--- config.mk ---
export PLATFORM = sky130hd
export DESIGN_NAME = dcache_write_pipe
export DESIGN_NICKNAME = d
export VERILOG_FILES = /design/src/rtl/dcache_write_pipe_pkg.sv /design/src/rtl/dcache_write_pipe_store_merge.sv /design/src/rtl/dcache_write_pipe.sv
export SDC_FILE = /design/constraint.sdc
export NUM_CORES = 1
export LEC_CHECK = 0
export BUFFER_PORTS_ARGS = -buffer_cell sky130_fd_sc_hd__buf_2
export CORE_AREA = 2 2 190 192
export DETAILED_ROUTE_END_ITERATION = 8
export DIE_AREA = 0 0 192 194
export HOLD_SLACK_MARGIN = 0.03
export PLACE_DENSITY = 0.56
export SLEW_MARGIN = 20
export SYNTH_ARGS = -nofsm -noshare
export SYNTH_HDL_FRONTEND = slang
export SYNTH_SLANG_ARGS = --single-unit
--- constraint.sdc ---
create_clock -name clock -period 2 [get_ports clock]
set_input_delay 0.3 -clock clock [delete_from_list [all_inputs] [get_ports clock]]
set_output_delay 0.3 -clock clock [all_outputs]
set_load 0.02 [all_outputs]
--- src/rtl/dcache_write_pipe_pkg.sv ---
// Shared definitions for the dcache write pipe: widths, FSM states, address slicing.
package dcache_write_pipe_pkg;

  localparam int unsigned TAG_W = 20;
  localparam int unsigned SET_W = 8;
  localparam int unsigned WAY_W = 8;
  localparam int unsigned WORDS = 4;

  typedef enum logic [1:0] {
    IDLE  = 2'd0,
    STORE = 2'd1,
    WB    = 2'd2,
    RESP  = 2'd3
  } wp_state_t;

  function automatic logic [TAG_W-1:0] addr_tag(input logic [31:0] a);
    return a[31:12];
  endfunction

  function automatic logic [SET_W-1:0] addr_set(input logic [31:0] a);
    return a[11:4];
  endfunction

  function automatic logic [1:0] addr_word(input logic [31:0] a);
    return a[3:2];
  endfunction

endpackage

--- src/rtl/dcache_write_pipe_store_merge.sv ---
// Byte-masked merge of store data into one word of a cache line (combinational).
module store_merge
  import dcache_write_pipe_pkg::*;
(
  input  logic [WORDS-1:0][31:0] line,
  input  logic [1:0]             word,
  input  logic [31:0]            store_data,
  input  logic [3:0]             store_mask,
  output logic [WORDS-1:0][31:0] merged
);

  always_comb begin
    merged = line;
    for (int unsigned b = 0; b < 4; b++) begin
      if (store_mask[b]) merged[word][8*b +: 8] = store_data[8*b +: 8];
    end
  end

endmodule

--- src/rtl/dcache_write_pipe.sv ---
// Dcache write pipe: store-hit merge/commit and dirty-victim 4-beat writeback.
// Optional perf counters enabled by WRITE_PIPE_PERF_EN.
module dcache_write_pipe
  import dcache_write_pipe_pkg::*;
(
  input  logic             clock,
  input  logic             reset,
  output logic             io_in_ready,
  input  logic             io_in_valid,
  input  logic [31:0]      io_in_bits_addr,
  input  logic             io_in_bits_dirInfo_hit,
  input  logic [WAY_W-1:0] io_in_bits_dirInfo_chosenWay,
  input  logic             io_in_bits_dirInfo_isDirtyWay,
  input  logic [TAG_W-1:0] io_in_bits_dirInfo_dirtyTag,
  input  logic [31:0]      io_in_bits_data_0,
  input  logic [31:0]      io_in_bits_data_1,
  input  logic [31:0]      io_in_bits_data_2,
  input  logic [31:0]      io_in_bits_data_3,
  input  logic             io_in_bits_isStore,
  input  logic [31:0]      io_in_bits_storeData,
  input  logic [3:0]       io_in_bits_storeMask,
  output logic             io_dataWrite_valid,
  output logic [SET_W-1:0] io_dataWrite_bits_set,
  output logic [WAY_W-1:0] io_dataWrite_bits_way,
  output logic [31:0]      io_dataWrite_bits_data_0,
  output logic [31:0]      io_dataWrite_bits_data_1,
  output logic [31:0]      io_dataWrite_bits_data_2,
  output logic [31:0]      io_dataWrite_bits_data_3,
  output logic             io_dirWrite_valid,
  output logic [SET_W-1:0] io_dirWrite_bits_set,
  output logic [WAY_W-1:0] io_dirWrite_bits_way,
  output logic [TAG_W-1:0] io_dirWrite_bits_tag,
  output logic             io_dirWrite_bits_dirty,
  output logic             io_wb_valid,
  input  logic             io_wb_ready,
  output logic [31:0]      io_wb_bits_addr,
  output logic [31:0]      io_wb_bits_data,
  output logic             io_wb_bits_last,
  output logic             io_resp_valid,
  output logic             io_resp_bits_isStore
`ifdef WRITE_PIPE_PERF_EN
  ,
  output logic [31:0]      io_perf_storeCnt,
  output logic [31:0]      io_perf_wbCnt,
  output logic [31:0]      io_perf_wbStallCnt
`endif
);

  wp_state_t state_q, state_d;

  logic [1:0]             cnt_q;
  logic                   from_wb_q;
  logic [TAG_W-1:0]       tag_q;
  logic [SET_W-1:0]       set_q;
  logic [1:0]             word_q;
  logic [WAY_W-1:0]       way_q;
  logic [TAG_W-1:0]       dtag_q;
  logic [WORDS-1:0][31:0] data_q;
  logic                   is_store_q;
  logic [31:0]            sdata_q;
  logic [3:0]             smask_q;
  logic [WORDS-1:0][31:0] merged;

  logic fire;
  logic wb_fire;
  logic unused_addr_lsb;

  // Byte offset within a word never affects line placement.
  assign unused_addr_lsb = &{1'b0, io_in_bits_addr[1:0]};

  assign fire    = io_in_valid && (state_q == IDLE);
  assign wb_fire = (state_q == WB) && io_wb_ready;

  store_merge u_store_merge (
    .line       (data_q),
    .word       (word_q),
    .store_data (sdata_q),
    .store_mask (smask_q),
    .merged     (merged)
  );

  always_ff @(posedge clock) begin
    if (reset) begin
      state_q    <= IDLE;
      cnt_q      <= '0;
      from_wb_q  <= 1'b0;
      tag_q      <= '0;
      set_q      <= '0;
      word_q     <= '0;
      way_q      <= '0;
      dtag_q     <= '0;
      data_q     <= '0;
      is_store_q <= 1'b0;
      sdata_q    <= '0;
      smask_q    <= '0;
    end else begin
      state_q <= state_d;
      if (fire) begin
        cnt_q      <= '0;
        from_wb_q  <= 1'b0;
        tag_q      <= addr_tag(io_in_bits_addr);
        set_q      <= addr_set(io_in_bits_addr);
        word_q     <= addr_word(io_in_bits_addr);
        way_q      <= io_in_bits_dirInfo_chosenWay;
        dtag_q     <= io_in_bits_dirInfo_dirtyTag;
        data_q     <= {io_in_bits_data_3, io_in_bits_data_2,
                       io_in_bits_data_1, io_in_bits_data_0};
        is_store_q <= io_in_bits_isStore;
        sdata_q    <= io_in_bits_storeData;
        smask_q    <= io_in_bits_storeMask;
      end
      if (wb_fire) begin
        cnt_q <= cnt_q + 2'd1;
        if (cnt_q == 2'd3) from_wb_q <= 1'b1;
      end
      if (state_q == RESP) from_wb_q <= 1'b0;
    end
  end

  always_comb begin
    state_d = state_q;
    case (state_q)
      IDLE: begin
        if (fire) begin
          if (io_in_bits_isStore && io_in_bits_dirInfo_hit)
            state_d = STORE;
          else if (!io_in_bits_dirInfo_hit && io_in_bits_dirInfo_isDirtyWay)
            state_d = WB;
          else
            state_d = RESP;
        end
      end
      STORE:   state_d = IDLE;
      WB:      if (wb_fire && (cnt_q == 2'd3)) state_d = RESP;
      RESP:    state_d = IDLE;
      default: state_d = IDLE;
    endcase
  end

  always_comb begin
    io_in_ready              = (state_q == IDLE);
    io_dataWrite_valid       = 1'b0;
    io_dataWrite_bits_set    = '0;
    io_dataWrite_bits_way    = '0;
    io_dataWrite_bits_data_0 = '0;
    io_dataWrite_bits_data_1 = '0;
    io_dataWrite_bits_data_2 = '0;
    io_dataWrite_bits_data_3 = '0;
    io_dirWrite_valid        = 1'b0;
    io_dirWrite_bits_set     = '0;
    io_dirWrite_bits_way     = '0;
    io_dirWrite_bits_tag     = '0;
    io_dirWrite_bits_dirty   = 1'b0;
    io_wb_valid              = 1'b0;
    io_wb_bits_addr          = '0;
    io_wb_bits_data          = '0;
    io_wb_bits_last          = 1'b0;
    io_resp_valid            = 1'b0;
    io_resp_bits_isStore     = 1'b0;
    case (state_q)
      STORE: begin
        io_dataWrite_valid       = 1'b1;
        io_dataWrite_bits_set    = set_q;
        io_dataWrite_bits_way    = way_q;
        io_dataWrite_bits_data_0 = merged[0];
        io_dataWrite_bits_data_1 = merged[1];
        io_dataWrite_bits_data_2 = merged[2];
        io_dataWrite_bits_data_3 = merged[3];
        io_dirWrite_valid        = 1'b1;
        io_dirWrite_bits_set     = set_q;
        io_dirWrite_bits_way     = way_q;
        io_dirWrite_bits_tag     = tag_q;
        io_dirWrite_bits_dirty   = 1'b1;
        io_resp_valid            = 1'b1;
        io_resp_bits_isStore     = 1'b1;
      end
      WB: begin
        io_wb_valid     = 1'b1;
        io_wb_bits_addr = {dtag_q, set_q, cnt_q, 2'b00};
        io_wb_bits_data = data_q[cnt_q];
        io_wb_bits_last = (cnt_q == 2'd3);
      end
      RESP: begin
        io_resp_valid        = 1'b1;
        io_resp_bits_isStore = is_store_q;
        if (from_wb_q) begin
          io_dirWrite_valid      = 1'b1;
          io_dirWrite_bits_set   = set_q;
          io_dirWrite_bits_way   = way_q;
          io_dirWrite_bits_tag   = dtag_q;
          io_dirWrite_bits_dirty = 1'b0;
        end
      end
      default: ;
    endcase
  end

`ifdef WRITE_PIPE_PERF_EN
  logic [31:0] store_cnt_q, wb_cnt_q, wb_stall_cnt_q;

  always_ff @(posedge clock) begin
    if (reset) begin
      store_cnt_q    <= '0;
      wb_cnt_q       <= '0;
      wb_stall_cnt_q <= '0;
    end else begin
      if (state_q == STORE) store_cnt_q <= store_cnt_q + 32'd1;
      if (wb_fire && (cnt_q == 2'd3)) wb_cnt_q <= wb_cnt_q + 32'd1;
      if ((state_q == WB) && !io_wb_ready) wb_stall_cnt_q <= wb_stall_cnt_q + 32'd1;
    end
  end

  assign io_perf_storeCnt   = store_cnt_q;
  assign io_perf_wbCnt      = wb_cnt_q;
  assign io_perf_wbStallCnt = wb_stall_cnt_q;
`endif

endmodule

==> impl_metrics.ini, run 1 <==
[power_and_ir_drop]
p_sw_uw = 3580
swShare = 0.2821
power_uw = 12690
power_frac_comb = 0.204
ir_worst_vdd_uv = 594.6
internal_power_uw = 9112
power.density_nw_per_um2 = 642.1
pwr-share-clk = 0.390
p_leak_uw = 0.008910
seq_power_share = 0.406

[sta]
fmax_mhz = 444.7
tightest_slew_ns = 0.6087
final_max_slew_viol_count = 0
maxSlewHeadroom = 0.5942
fin_worst_skew_ns = 0.01937
fin_ws_ns = -0.2487
setup_viol = 231
hold_viol = 0
period_share = 1.124
finalSetupTns_ns = -28.24
rsz0062_at_grt = true
fin_crit_ns = 2.249

[place]
portBuffers = 478
globalplace.congestion = 0.8824
dpl.hpwl_mm = 31.08

[clocking]
clockBufferDepth = 3
cts_made_buffers = 27
cts.clk_slew.worst_paths_ns = 0.06
cts_sinks = 228
cts_max_level = 1
clk-insertion-delay-late_ns = 0.54
tritoncts = done
clockRootBuffer = clkbuf_16

[yosys]
synthTopCellsByArea = dfxtp_1 39%, nand2_1 14%, mux2i_1 11%
ys_ff_latch = 228
ys_warn_count = 0
dominantRegCellSynth = dfxtp_1
synth_area_per_cell_um2 = 7.873
synthTopCellsByCount = 447 x nand2_1, 228 x dfxtp_1, 227 x a21oi_1, 129 x nor2_1, 128 x mux2i_1
ys_async_sr_fraction = 0
synth-edff-count = 0
netlist_area_um2 = 11620
yosysTopAreaCell = dfxtp_1
post-synth-top-count-cell = nand2_1
synth.distinct_cells = 33
synthCells = 1476
yosysSeqAreaShare = 0.3928
synth_top_area_share = 0.3928

[min_path]
hold_depth = 3
hold_path_class = input port to flip-flop
holdPathEnd = data_q[32]
hold_path.startpoint = io_in_bits_data_1[0]

[detailed_routing]
detail-route-antenna-nets = 0
wirelength_mm = 53.09
viasPerCell = 5.111
drt-initial-drc-count = 858
wl_per_cell_um = 20.09
drc = 0
num_vias = 13510
dr.pass1.iters = 6

[die]
io_pins = 483
initial_core_util = 0.3299
die_y_um = 194
num_rows = 69
die_area_um2 = 37250
coreArea_um2 = 35220
die_x_um = 192

[setup_path]
slowest_stage = mux4_2
worstSetupStartpointType = flip-flop
worst-setup-path-type = flip-flop to primary output
r2r_cells = 7
cpPeakStageDelay_ns = 0.50
worst_r2r_endpoint = tag_q[13]
end_kind = primary output
cp_max_fo = 7
rr_startpoint = state_q[0]
cp_cell_sequence = buf_12, mux4_2, and2_4, buf_6
cp.required_ns = 1.70
worstPathArrival_ns = 1.95
r2r_slack_ns = 0.10

[layout]
layout-drive-gt1-share = 0.3566
fin_util = 0.5612
final_nets = 2393
area_growth_pct = 70.11

[run]
max_cap_violations = 0

[global_route]
grt_max_degree = 121
grt_pass1_vias = 13120
grt_use_total = 0.2523
grt_overflow = 0
antenna_found_initial = 4
grt_first_pass_wirelength_mm = 74.04

[outcome]
violations = negative setup slack
status = complete, but fails checks
-- sequential cells by signal, summed over array words and instances (netlist names) --
name        flops
state_q         2
is_store_q      1
data_q        128
sdata_q        32
smask_q         4
tag_q          20
set_q           8
way_q           8
dtag_q         20
word_q          2
cnt_q           2
from_wb_q       1
-- critical path, delay by kind of cell, from the launching register on --
kind                   cells  cell delay, ns
buffers and inverters      2            0.30
muxes                      1            0.50
DFF                        1            0.44
and+or+nand+nor            1            0.16
-- power groups by stage --
stage               combinational [uW]  sequential (uW)  clock, uW
finish                            2590             5150       4950
CTS                               2410             5120       5070
global route                      2780             5180       5230
floorplan                         1170             5100          0
global placement                  1810             5190          0
detailed placement                1820             5210          0
-- routing by layer --
layer,part of all wire,vias to the layer above,GRT usage,wire length (um)
li1,-,6273,-,-
met2,0.48,734,0.4315,25550
met4,0.043,2,0.1046,2285
met5,0.00021,-,0,11
met1,0.39,6362,0.3120,20940
met3,0.081,138,0.04290,4305
-- cell type report --
cell class | instances | area (um^2)
fill | 3089 | 15460
antenna | 3 | 7.507
multi-input combinational | 1116 | 6819
sequential | 228 | 4581
timing repair buffer | 785 | 6874
tap | 461 | 576.8
inverter | 3 | 23.77
clock buffer | 39 | 790.8
clock inverter | 8 | 93.84
-- worst max path at each step --
stage | from | end | slack, ns
floorplan | cnt_q[0] | io_wb_bits_data[10] | 0.20
global placement | cnt_q[0] | io_wb_bits_data[16] | 0.22
detailed placement | word_q[0] | io_dataWrite_bits_data_0[14] | 0.22
CTS | cnt_q[0] | io_wb_bits_data[17] | -0.29
global route | word_q[0] | io_dataWrite_bits_data_0[13] | -0.31
finish | cnt_q[0] | io_wb_bits_data[16] | -0.25
-- stage by stage --
step	instance area, um^2	hold WS [ns]	setup slack [ns]	cells
after floorplan	11620	0.3907	0.1993	1477
after global placement	14620	0.4423	0.2244	2336
after detailed placement	14620	0.4476	0.2220	2336
final	19770	0.05513	-0.2487	2643
after global routing	19760	0.02805	-0.3118	2642
after CTS	19060	0.03017	-0.2922	2629
-- layout by cell type (no fill, tap or decap), types with 82 or more instances in the layout --
cell             n
a21oi_1        227
nor2_1         124
buf_2          309
dfxtp_1        221
dlygate4sd3_1  215
mux2i_1        111
and2_4          86
buf_6          126
nand2_1        447
buf_4           82
-- repair_timing --
| item | CTS | global route |
|---|---|---|
| setup buffers | 21 | 7 |
| endpoints found under the setup margin | 244 | 245 |
| endpoints found under the hold margin | 215 | 0 |
| pin swaps | 19 | 59 |
| cloned | 11 | 12 |
| gates resized for setup | 280 | 195 |
| hold buffers | 215 | 0 |
-- cell families after synthesis --
family | Yosys count | synth area share
AOI/OAI and AO/OA | 252 | 0.1165
adders and majority gates | 1 | 0.001077
and+or+nand+nor | 701 | 0.2572
muxes | 160 | 0.1723
DFF | 228 | 0.3928
other | 1 | 0.0003227
buffers and inverters | 133 | 0.05976
No activity file was read; power rests on OpenSTA's default activity.
==> inputs of run 2 (changes only) <==
--- a/config.mk
+++ b/config.mk
@@ -10,7 +10,7 @@
 export DETAILED_ROUTE_END_ITERATION = 8
 export DIE_AREA = 0 0 192 194
 export HOLD_SLACK_MARGIN = 0.03
-export PLACE_DENSITY = 0.56
+export PLACE_DENSITY_LB_ADDON = 0.2
 export SLEW_MARGIN = 20
 export SYNTH_ARGS = -nofsm -noshare
 export SYNTH_HDL_FRONTEND = slang
==> run 2 against run 1 <==
  * The flow still finishes with violations (negative setup slack)
  * Core utilization increased by 2.1 points
  * Die area stayed put
  * Maximum frequency decreased by 4.2%
  * Combinational power is 7.7% higher
  * Clock power decreased by 7.3%
  * Flip-flop and latch count unchanged
  * Design area is 3.7% higher
  * Clock skew rose by 0.0062 ns
  * Clock-buffer cell count up 1
  * Critical path type unchanged
==> impl_metrics.ini, run 2 (same netlist as run 1, synthesis figures left out) <==
[global_route]
grt_use_total = 0.2666
grt_max_degree = 118
grt_overflow = 0
grt_pass1_vias = 13500
antenna_found_initial = 6
grt_first_pass_wirelength_mm = 77.77

[sta]
fmax_mhz = 426.2
hold_viol = 0
maxSlewHeadroom = 0.6462
fin_worst_skew_ns = 0.02558
setup_viol = 238
fin_ws_ns = -0.3462
fin_crit_ns = 2.346
rsz0062_at_grt = true
final_max_slew_viol_count = 0
period_share = 1.173
tightest_slew_ns = 0.5308

[die]
die_x_um = 192
coreArea_um2 = 35220
die_area_um2 = 37250
num_rows = 69
initial_core_util = 0.3299
io_pins = 483
die_y_um = 194

[run]
max_cap_violations = 0

[clocking]
cts.clk_slew.worst_paths_ns = 0.06
cts_max_level = 1
cts_sinks = 228
clk-insertion-delay-late_ns = 0.55
cts_made_buffers = 27
tritoncts = done
clockRootBuffer = clkbuf_16
clockBufferDepth = 3

[detailed_routing]
drc = 0
drt-initial-drc-count = 907
wl_per_cell_um = 20.47
detail-route-antenna-nets = 0
wirelength_mm = 54.97
viasPerCell = 5.111
dr.pass1.iters = 4
num_vias = 13720

[layout]
largest_reg_flops = 128
final_nets = 2434
fin_util = 0.5819
top_register = data_q
layout_common_cells = 447 x nand2_1, 270 x buf_2, 227 x a21oi_1
multiInputGateArea_um2 = 6928
mostFrequentLayoutCell = nand2_1
reg.largest.list = data_q x128, sdata_q x32
area_growth_pct = 76.40
regArea_um2 = 4583
fillerInstances = 2979
stdcell_count = 2685
layout-drive-gt1-share = 0.3715

[power_and_ir_drop]
swShare = 0.2911
ir_worst_vdd_uv = 637.0
power_frac_comb = 0.223
p_sw_uw = 3655
pwr-share-clk = 0.366
power.density_nw_per_um2 = 612.4
internal_power_uw = 8898
seq_power_share = 0.412
p_leak_uw = 0.009094

[setup_path]
cp.required_ns = 1.70
end_kind = primary output
worstSetupStartpointType = flip-flop
crit_family = buffers and inverters
worst-setup-path-type = flip-flop to primary output
cp_cell_sequence = buf_12, nand3b_1, buf_6, mux2i_1, nor2_1, buf_4
critical_path_buf_inv_count = 3
r2r_slack_ns = 0.07
cpPeakStageDelay_ns = 0.38
r2r_cells = 7
cp.depth = 6
rr_startpoint = state_q[1]
cp_max_fo = 6
worstPathArrival_ns = 2.05
slowest_stage = dfxtp_4
worst_r2r_endpoint = data_q[89]

[min_path]
hold_path_class = input port to flip-flop
hold_depth = 3
hold_path.startpoint = io_in_bits_data_1[30]
holdPathEnd = data_q[62]

[place]
post-place-cells = 2336
preCtsSetupSlack_ns = 0.1255
dpl.hpwl_mm = 31.41
globalplace.congestion = 0.9058
portBuffers = 478

[outcome]
violations = negative setup slack
status = complete, but fails checks
[run 2: changes by cell type in the layout (fill, tap and decap cells not counted), moves of 4 or more]
cell / delta
buf_2: -39
clkbuf_1: +4
buf_4: +35
buf_6: +33
clkinv_2: -4
and2_4: +7
mux2i_1: -10
buf_16: +6
dlygate4sd3_1: +4
and2_1: -7
mux2i_4: +7
[run 2: worst max path at each step]
stage,end,startpoint
finish,io_dataWrite_bits_data_1[17],word_q[1]
global route,io_wb_bits_data[16],cnt_q[0]
CTS,io_wb_bits_data[13],cnt_q[0]
detailed placement,io_wb_bits_data[16],cnt_q[0]
global placement,io_wb_bits_data[16],cnt_q[0]
floorplan,io_wb_bits_data[10],cnt_q[0]
[run 2: power by group through the flow]
| stage | Combinational [uW] | Clock (uW) | Sequential, uW |
|---|---|---|---|
| finish | 2790 | 4590 | 5170 |
| global route | 2980 | 4860 | 5200 |
| CTS | 2590 | 4680 | 5140 |
| detailed placement | 1830 | 0 | 5210 |
| global placement | 1820 | 0 | 5200 |
| floorplan | 1170 | 0 | 5100 |
[run 2: area by class of cell]
| class | count | area share |
|---|---|---|
| clock buffers | 40 | 0.03730 |
| flip-flops and latches | 228 | 0.2236 |
| diodes | 6 | 0.0007325 |
| inverters | 3 | 0.001160 |
| repair buffers | 826 | 0.3692 |
| clock inverters | 5 | 0.001831 |
| multi-input cells | 1116 | 0.3380 |
| well taps | 461 | 0.02814 |
[run 2: routing by layer]
metal | vias up | track usage | wire length, um
met5 | - | 0 | 0
met4 | 0 | 0.1060 | 2750
met3 | 158 | 0.04561 | 3937
met2 | 654 | 0.4654 | 26510
met1 | 6571 | 0.3233 | 21780
li1 | 6339 | - | -
[run 2: worst min-delay path, cell delays in order]
cell,delay [ns]
buf_2,0.11
nand2_1,0.07
a21oi_1,0.06
[run 2: timing repair]
action,4_1_cts,5_1_grt
hold buffers,219,0
endpoints found under the hold margin,219,0
gates cloned,22,8
endpoints found under the setup margin,245,392
buffers inserted,45,18
gates resized for setup,389,187
pin swaps,53,57
[run 2: per-stage QoR]
step                TNS (ns)  power, uW  hold WS (ns)  instance area, um^2
floorplan                  0       6273        0.3907                11620
global placement           0       7013        0.4414                14620
detailed placement         0       7044        0.4493                14620
CTS                   -43.55      12400       0.03149                19790
global route          -52.23      13040       0.04341                20500
finish                -39.60      12550       0.05308                20500
